===== src/rtl/spike_rate_decoder.sv =====
// Spike-train to rate decoder: counts spikes over WINDOW_LEN enabled cycles into a one-entry valid/ready buffer.
// Optional inter-spike-interval measurement is built when SPIKE_DECODER_ISI_EN is defined.
module spike_rate_decoder #(
  parameter int unsigned WINDOW_LEN = 256,
  parameter int unsigned CNT_W      = 8,
  parameter int unsigned ISI_W      = 8
) (
  input  logic             clk,
  input  logic             rst_n,
  input  logic             ena,
  input  logic             spike,
  output logic [CNT_W-1:0] rate,
  output logic             rate_valid,
  input  logic             rate_ready,
  output logic             overrun,
  output logic [ISI_W-1:0] isi,
  output logic             isi_valid
);

  localparam int unsigned WCNT_W = $clog2(WINDOW_LEN);
  localparam int unsigned SUM_W  = CNT_W + 1;

  typedef enum logic {EMPTY = 1'b0, FULL = 1'b1} state_t;

  state_t            state;
  logic [WCNT_W-1:0] wcnt;
  logic [CNT_W-1:0]  acc;
  logic [SUM_W-1:0]  acc_sum_c;
  logic [CNT_W-1:0]  acc_next_c;
  logic              win_end_c;

  // Saturating accumulate including the current sample; window closes on the last enabled cycle.
  always_comb begin
    acc_sum_c  = {1'b0, acc} + SUM_W'(spike);
    acc_next_c = acc_sum_c[CNT_W] ? '1 : acc_sum_c[CNT_W-1:0];
    win_end_c  = ena && (wcnt == WCNT_W'(WINDOW_LEN - 1));
  end

  // Window position and spike accumulator; frozen while ena is low.
  always_ff @(posedge clk or negedge rst_n) begin
    if (!rst_n) begin
      wcnt <= '0;
      acc  <= '0;
    end else if (ena) begin
      if (win_end_c) begin
        wcnt <= '0;
        acc  <= '0;
      end else begin
        wcnt <= wcnt + WCNT_W'(1);
        acc  <= acc_next_c;
      end
    end
  end

  // One-entry output buffer: a load always wins, overwriting an unconsumed result flags overrun.
  always_ff @(posedge clk or negedge rst_n) begin
    if (!rst_n) begin
      state   <= EMPTY;
      rate    <= '0;
      overrun <= 1'b0;
    end else begin
      overrun <= 1'b0;
      if (state == EMPTY) begin
        if (win_end_c) begin
          rate  <= acc_next_c;
          state <= FULL;
        end
      end else begin
        if (win_end_c) begin
          rate    <= acc_next_c;
          overrun <= !rate_ready;
        end else if (rate_ready) begin
          state <= EMPTY;
        end
      end
    end
  end

  assign rate_valid = (state == FULL);

`ifdef SPIKE_DECODER_ISI_EN
  localparam int unsigned ISUM_W = ISI_W + 1;

  logic [ISI_W-1:0]  icnt;
  logic              seen;
  logic [ISUM_W-1:0] icnt_sum_c;
  logic [ISI_W-1:0]  icnt_inc_c;

  always_comb begin
    icnt_sum_c = {1'b0, icnt} + ISUM_W'(1);
    icnt_inc_c = icnt_sum_c[ISI_W] ? '1 : icnt_sum_c[ISI_W-1:0];
  end

  // Interval is only meaningful once a previous spike has been seen.
  always_ff @(posedge clk or negedge rst_n) begin
    if (!rst_n) begin
      icnt      <= '0;
      seen      <= 1'b0;
      isi       <= '0;
      isi_valid <= 1'b0;
    end else if (ena) begin
      if (spike) begin
        isi       <= icnt_inc_c;
        icnt      <= '0;
        seen      <= 1'b1;
        isi_valid <= seen;
      end else begin
        icnt <= icnt_inc_c;
      end
    end
  end
`else
  assign isi       = '0;
  assign isi_valid = 1'b0;
`endif

endmodule


===== config.mk =====
export PLATFORM = sky130hd
export DESIGN_NAME = spike_rate_decoder
export DESIGN_NICKNAME = d
export VERILOG_FILES = /design/src/rtl/spike_rate_decoder.sv
export SDC_FILE = /design/constraint.sdc
export NUM_CORES = 1
export LEC_CHECK = 0
export BUFFER_PORTS_ARGS = -buffer_cell sky130_fd_sc_hd__buf_2
export CAP_MARGIN = 15
export CORE_ASPECT_RATIO = 0.8
export CORE_MARGIN = 4
export CORE_UTILIZATION = 35
export DETAILED_ROUTE_END_ITERATION = 12
export GPL_TIMING_DRIVEN = 0
export MAX_ROUTING_LAYER = met4
export PLACE_DENSITY = 0.59
export SYNTH_ARGS = -nofsm -noshare
export SYNTH_HDL_FRONTEND = slang
export SYNTH_SLANG_ARGS = --single-unit

===== constraint.sdc =====
create_clock -name clk -period 5.36 [get_ports clk]
set_clock_uncertainty 0.2 [all_clocks]
set_input_delay 0.804 -clock clk [delete_from_list [all_inputs] [get_ports clk]]
set_output_delay 0.804 -clock clk [all_outputs]
set_load 0.005 [all_outputs]

## Yosys cells after proc, flatten, opt, wreduce, memory -nomap -nowiden

Index checks and enable logic that the tools add are counted.

| word-level totals | value |
|---|---|
| flip-flop bits (word level) | 26 |
| latch bits | 0 |
| memory bits (writable) | 0 |
| bits in read-only memories | 0 |
| input bits | 5 |
| output and inout bits | 19 |
| word-level logic and storage cells | 19 |
| memories | 0 |

| operators by class | value |
|---|---|
| $add $sub $neg | 2 |
| multiply operators | 0 |
| div/mod/pow operators | 0 |
| $lt $le $gt $ge | 0 |
| equality and inequality tests | 1 |
| shifts and indexed selects | 0 |
| mux-type cells | 9 |
| bitwise logic cells | 0 |
| reduce and logical (&&, ||, !) cells | 2 |

Operators by type and width:

| cell | count |
|---|---|
| 8-bit two-way mux | 3 |
| 8-bit by 1-bit adder with 9-bit output | 1 |
| 8-bit by 1-bit adder with 8-bit output (second input constant) | 1 |
| 8-bit == test (second input constant) | 1 |
| 1-bit two-way mux | 6 |
| 1-bit logical AND | 1 |
| 1-bit logical NOT | 1 |

## Depth between registers and ports, before layout

Gate-level depths: netlist of run 1.

| depth | value |
|---|---|
| depth after elaboration | 4 |
| depth in mapped cells | 7 |
| mapped depth without buffers | 6 |

## Worst setup path before layout of run 1

No wires, ideal clock.

| timing | value |
|---|---|
| path kind | in2reg |
| start point | input spike |
| end point | register rate[7] |
| library setup time | 125 ps |
| arrival time | 2037 ps |
| data required time | 5035 ps |
| setup slack | 2998 ps |
| stages | 6 |
| path buffers | 1 |
| cell sequence | ha_1 ha_1 buf_6 or2b_1 mux2_4 mux2_4 |

| between the ends | value |
|---|---|
| longest elaborated chain between the ends | 2 |

RTL lines:

| what | line | text |
|---|---|---|
| start: declaration | 11 | `input logic spike,` |
| 8-bit by 1-bit adder with 9-bit output | 34 | `acc_sum_c = {1'b0, acc} + SUM_W'(spike);` |
| 8-bit two-way mux | 35 | `acc_next_c = acc_sum_c[CNT_W] ? '1 : acc_sum_c[CNT_W-1:0];` |
| end signal: assignment | 65 | `rate <= acc_next_c;` |
| end signal: assignment | 70 | `rate <= acc_next_c;` |
| end: declaration | 12 | `output logic [CNT_W-1:0] rate,` |

Every way passes these cells.
A chain may end at the register's enable or synchronous reset.

## Final worst setup path of run 1

| timing | value |
|---|---|
| start point | input spike |
| end point | register acc[5] |

| between the ends | value |
|---|---|
| longest elaborated chain between the ends | 3 |

RTL lines:

| what | line | text |
|---|---|---|
| 8-bit by 1-bit adder with 9-bit output | 34 |  |
| 8-bit two-way mux | 35 |  |
| 8-bit two-way mux | 45 | `if (win_end_c) begin` |
| end signal: assignment | 50 | `acc <= acc_next_c;` |
| end: declaration | 27 | `logic [CNT_W-1:0] acc;` |

Every way passes these cells.

==> reports/qor.csv, run 1 <==
stage,metric,value,unit
yosys,yosysWarnings,0,
worst_hold_path,hold_path.class,reg2reg,
yosys,synth.cell_area,0.001388,mm2
setup_path,path_class,in2reg,
finish,area_growth,14.79,%
yosys,ys_ff_latch,26,
clock_network,post_cts_resized,0,
power,power.density,340.3,mW/mm2
finish,fillerInstances,395,
yosys,seq_area_frac_synth,46.89,%
routing,drt-pass1-iter-count,4,
finish,layout_commonest_cell,dfrtp_1,
finish,fin_nets,174,
setup_path,cp.required,5.35,ns
routing,ant_nets,0,
status,outcome,finished clean,
routing,vias_per_cell,4.667,
yosys,post_synth.cell_area_avg,9.911,um2
yosys,yosysTopAreaCell,dfrtp_1,
die,row_count,20,
routing,wl,2.533,mm
die,ios,24,
clock_network,cts_hold_buf,0,
yosys,netlist.area_leader.share,46.89,%
clock_network,clkSlewWorstSetupHoldPaths,0.08,ns
sta,slew_headroom,61.67,%
sta,finalMaxSlewViolations,0,
finish,insertedDiodeCount,0,
sta,tightest_slew,0.5749,ns
die,fp.dieH,64.32,um
setup_path,endpoint_kind,flop,
grt,grt_start_max_net_pins,27,
grt,antenna_found_initial,0,
grt,grt.busiest_layer,met2,
grt,met2_usage,20.62,%
die,dieArea,0.005042,mm2
clock_network,cts_setup_buffers,0,
setup_path,startpoint_type,input port,
sta,finalSetupViolCount,0,
setup_path,cp.arrival,2.26,ns
power,cellLeakagePower,0.8052,nW
power,ir_drop,0.0001663,V
clock_network,cts_sinks,26,
routing,drcViolationCount,0,
run,maxCapViolations,0,
place,dpl.hpwl,1.890,mm
setup_path,cp_max_fo,8,
routing,via_count,1022,
die,start_util,36.48,%
finish,finish.utilization,41.88,%
die,die_x,78.40,um
die,coreArea,0.003804,mm2
grt,grt.overflow.total,0,
clock_network,clock_latency,0.27,ns
clock_network,h-tree-depth,1,
sta,timing.fmax,441.2,MHz
grt,grt_pass1_wl,4.671,mm
yosys,yosys-top-cells-area,"dfrtp_1 (47%), buf_4 (6.0%), nor2_1 (3.8%)",
routing,initialDrtViolationCount,41,
place,place_congestion,0.8229,
place,io_buffers,13,
finish,final_layout_size_suffix_gt1_share,26.83,%
grt,grt_pass1_vias,1035,
finish,final_cell_mix,"dfrtp_1 (26), buf_2 (15), nor2_1 (14)",
yosys,ys_async_sr_fraction,100.0,%
clock_network,clock_path_buffers,2,
clock_network,root_buffer,clkbuf_8,
sta,period_share,42.28,%
grt,gr-usage-met1,13.87,%
grt,grt.total_usage,12.06,%
yosys,syn_inst,140,
routing,wl_per_cell,11.57,um
sta,rsz0062_at_grt,no,
sta,min_period,2.266,ns
grt,grt.met3_usage,1.408,%
clock_network,tritoncts.num_buffers,3,
yosys,ys_types,39,
sta,totalNegativeSetupSlack,0,ns
yosys,synth_edf_count,0,
sta,hold_viol,0,
clock_network,tritoncts,built,
yosys,synth_top_flop_cell,dfrtp_1,
==> through the flow <==
stage / instances / power, W / hold WS [ns] / area (um2) / worst slack (ns)
after floorplan: 148 / 0.0004043 / 0.2504 / 1418 / 2.998
after global placement: 216 / 0.0004298 / 0.2538 / 1551 / 2.824
after detailed placement: 216 / 0.0004398 / 0.2565 / 1551 / 2.822
after CTS: 219 / 0.0005492 / 0.2756 / 1593 / 3.102
after global routing: 219 / 0.0005874 / 0.2928 / 1593 / 2.893
final: 219 / 0.0005421 / 0.2672 / 1593 / 3.094
==> flip-flops by register name, indices dropped and copies added, names as in the netlist <==
signal	cells
rate	8
wcnt	8
rate_valid	1
acc	8
overrun	1
==> critical path, stage by stage <==
cell,delay [ns]
buf_2,0.08
ha_1,0.20
ha_1,0.18
buf_6,0.13
nand4_1,0.13
nor2_1,0.42
o21ai_0,0.17
a21oi_1,0.16
==> cell usage after synthesis (2+ instances only) <==
cell type  count
dfrtp_1       26
nor2_1        14
nand2_1       12
buf_4         11
o21ai_0       10
a21oi_1        7
nand3_1        7
a31oi_1        6
xnor2_1        5
inv_1          4
ha_1           3
and3_1         2
buf_2          2
buf_6          2
mux2_2         2
mux2_4         2
o211ai_1       2
xor2_1         2
==> cell families (layout without fill, tap and decap cells) <==
kind of cell	Yosys count	count (layout)	share of synthesized area, %
muxes	4	4	3.787
other	1	9	0.2703
adders and majority gates	3	3	2.705
buffers and inverters	21	37	10.01
DFF	26	26	46.89
and+or+nand+nor	48	48	18.76
xor gates and xnor gates	7	7	4.418
AOI/OAI and AO/OA	30	30	13.17
==> metal layers <==
layer	up-vias	share of wire (%)	wire length, um
li1	522	-	-
met1	481	45	1147
met2	15	49	1247
met3	4	2.7	69
met4	0	2.7	68
met5	-	0	0
==> power by group <==
part / switching [W] / internal [W]
Sequential: 0.0000430 / 0.000240
Clock: 0.0000562 / 0.0000503
Combinational: 0.0000763 / 0.0000758
==> path summary, 6_finish.rpt <==
kind                       cells past startpoint             endpoint                 from  slack (ns)
min in group asynchronous                      1  rate[0]$_DFFE_PN0P_                rst_n        0.32
hold / removal                                 2  rate[6]$_DFFE_PN0P_  rate[6]$_DFFE_PN0P_        0.27
setup / recovery                               8   acc[5]$_DFFE_PN0P_                spike        3.09
setup reg to reg                               7   acc[5]$_DFFE_PN0P_   acc[0]$_DFFE_PN0P_        3.35
max in group asynchronous                      1   acc[2]$_DFFE_PN0P_                rst_n        4.25
hold reg to reg                                2  rate[6]$_DFFE_PN0P_  rate[6]$_DFFE_PN0P_        0.27
==> layout make-up <==
class / count / area [um2] / share of cell area [%]
repair buffers: 13 / 65.06 / 4.085
clock buffers: 3 / 41.29 / 2.592
well taps: 55 / 68.82 / 4.320
multi-input cells: 101 / 628.1 / 39.43
plain buffers: 17 / 123.9 / 7.777
flip-flops and latches: 26 / 650.6 / 40.85
inverters: 4 / 15.01 / 0.9427
No activity file was read; power rests on OpenSTA's default activity.
==> inputs of run 2 (changes only) <==
==> constraint.sdc (replaced) <==
create_clock -name clk -period 2.25 [get_ports clk]
set_clock_uncertainty 0.2 [all_clocks]
set_input_delay 0.3375 -clock clk [delete_from_list [all_inputs] [get_ports clk]]
set_output_delay 0.3375 -clock clk [all_outputs]
set_load 0.005 [all_outputs]
==> reports/qor.csv, run 2 (synthesis results as in run 1) <==
stage,metric,value,unit
grt,gr-usage-met1,13.96,%
clock_network,tritoncts.num_buffers,3,
grt,grt.busiest_layer,met2,
setup_path,startpoint_type,flop,
routing,vias_per_cell,4.664,
grt,grt_start_max_net_pins,27,
setup_path,slowest_delay,0.38,ns
power,ir_drop,0.0003966,V
clock_network,h-tree-depth,1,
grt,grt_pass1_vias,1041,
die,start_util,36.48,%
power,p_int,0.0008744,W
run,maxCapViolations,0,
clock_network,cts_sinks,26,
routing,initialDrtViolationCount,38,
sta,finalMaxSlewViolations,0,
grt,antenna_found_initial,0,
worst_hold_path,hold_path.class,in2reg,
setup_path,path_class,reg2reg,
setup_path,cp_max_fo,8,
routing,drcViolationCount,0,
sta,period_share,87.90,%
finish,final_cell_mix,"dfrtp_1 (26), buf_2 (15), nor2_1 (13)",
clock_network,clock_path_buffers,2,
die,fp.dieH,64.32,um
sta,hold_viol,0,
finish,layout_commonest_cell,dfrtp_1,
setup_path,crit_chain,ha_1 -> ha_1 -> buf_6 -> or2b_1 -> mux2_4 -> mux2_4,
die,coreArea,0.003804,mm2
setup_path,endpoint_kind,flop,
setup_path,cp.required,2.21,ns
grt,grt.total_usage,12.15,%
grt,grt.overflow.total,0,
clock_network,tritoncts,built,
clock_network,clock_latency,0.27,ns
place,io_buffers,13,
place,dpl.hpwl,1.890,mm
setup_path,r2r-start,acc[0]$_DFFE_PN0P_,
finish,area_growth,15.69,%
sta,totalNegativeSetupSlack,0,ns
setup_path,rr_endpoint,rate[7]$_DFFE_PN0P_,
die,die_x,78.40,um
routing,via_count,1026,
routing,drt-pass1-iter-count,4,
power,power.density,806.6,mW/mm2
worst_hold_path,min_from,rate_ready,
grt,grt.met3_usage,1.408,%
worst_hold_path,hold_path_end,overrun$_DFF_PN0_,
place,pre_cts_ws,0.1786,ns
sta,tightest_slew,0.5796,ns
setup_path,r2r_slack,0.27,ns
die,ios,24,
die,dieArea,0.005042,mm2
routing,wl_per_cell,11.54,um
power,switching_share,32.46,%
grt,met2_usage,20.83,%
setup_path,cp.arrival,1.94,ns
routing,ant_nets,0,
sta,slew_headroom,61.36,%
sta,min_period,1.978,ns
power,pwr-share-comb,28.2,%
setup_path,crit_slowest_cell,dfrtp_1,
finish,insertedDiodeCount,0,
power,power_frac_seq,52.1,%
finish,fin_nets,175,
die,row_count,20,
setup_path,rr_worst_depth,6,
finish,finish.utilization,42.20,%
power,pwr-share-clk,19.7,%
clock_network,clkSlewWorstSetupHoldPaths,0.08,ns
finish,final_layout_size_suffix_gt1_share,27.27,%
routing,wl,2.538,mm
place,place_congestion,0.8229,
finish,top_regs,"acc: 8 flops, rate: 8 flops, wcnt: 8 flops",
grt,grt_pass1_wl,4.712,mm
worst_hold_path,hold_depth,3,
power,p_switching,0.0004203,W
clock_network,cts_setup_buffers,0,
sta,rsz0062_at_grt,no,
clock_network,root_buffer,clkbuf_8,
sta,finalSetupViolCount,0,
sta,worst_slack,0.2722,ns
status,outcome,finished clean,
power,cellLeakagePower,0.8093,nW
sta,timing.fmax,505.6,MHz
run 2: cell count changes in the layout (fill, tap and decap cells not counted):
| cell | before | now |
|---|---|---|
| dlygate4sd3_1 | 0 | 1 |
| nor2_1 | 14 | 13 |
| nor2_2 | 0 | 1 |
run 2: cell type report:
cell class	count	area, um2
Sequential cell	26	650.6
Timing Repair Buffer	14	75.07
Clock buffer	3	41.29
Multi-Input combinational cell	101	630.6
Tap cell	55	68.82
Fill cell	393	2198
Buffer	17	123.9
Inverter	4	15.01
run 2: metal layers:
layer / share of wire (%) / vias to the layer above
met5: 0 / -
met4: 2.8 / 0
met3: 2.8 / 4
met2: 49 / 16
met1: 46 / 482
li1: - / 524
run 2: stage by stage:
| stage | area, um2 | std cells | total power [W] | hold WS [ns] |
|---|---|---|---|---|
| global route | 1605 | 220 | 0.001401 | 0.1314 |
| detailed placement | 1551 | 216 | 0.001048 | 0.1732 |
| CTS | 1603 | 220 | 0.001310 | 0.1210 |
| floorplan | 1418 | 148 | 0.0009632 | -0.1581 |
| finish | 1605 | 220 | 0.001295 | 0.1243 |
| global placement | 1551 | 216 | 0.001024 | 0.1626 |
run 2: worst max-delay path by stage:
stage | startpoint | to | slack (ns)
4_1_cts | acc[0]$_DFFE_PN0P_ | acc[2]$_DFFE_PN0P_ | 0.24
3_5_place_dp | spike | acc[2]$_DFFE_PN0P_ | 0.18
2_1_floorplan | acc[0]$_DFFE_PN0P_ | rate[7]$_DFFE_PN0P_ | 0.34
3_3_place_gp | spike | acc[2]$_DFFE_PN0P_ | 0.18
5_1_grt | acc[0]$_DFFE_PN0P_ | acc[5]$_DFFE_PN0P_ | 0.15
6_report | acc[0]$_DFFE_PN0P_ | rate[7]$_DFFE_PN0P_ | 0.27
run 2: power groups by stage:
stage               combinational, W  clock (W)  sequential [W]
floorplan                   0.000306          0        0.000657
global placement            0.000352          0        0.000671
detailed placement          0.000366          0        0.000682
CTS                         0.000368   0.000268        0.000674
global route                0.000423   0.000285        0.000692
finish                      0.000365   0.000256        0.000675
run 2: worst max-delay path, delay by kind of cell, from the launching register on:
kind | cells | cell delay (ns)
adders and majority gates | 2 | 0.42
buffers and inverters | 1 | 0.13
and+or+nand+nor | 1 | 0.21
DFF | 1 | 0.38
muxes | 2 | 0.52
run 2: timing repair:
item / 4_1_cts / 5_1_grt
endpoints found under the setup margin: 0 / 1
resized for setup: 0 / 1
endpoints found under the hold margin: 26 / 0
hold buffers: 1 / 0
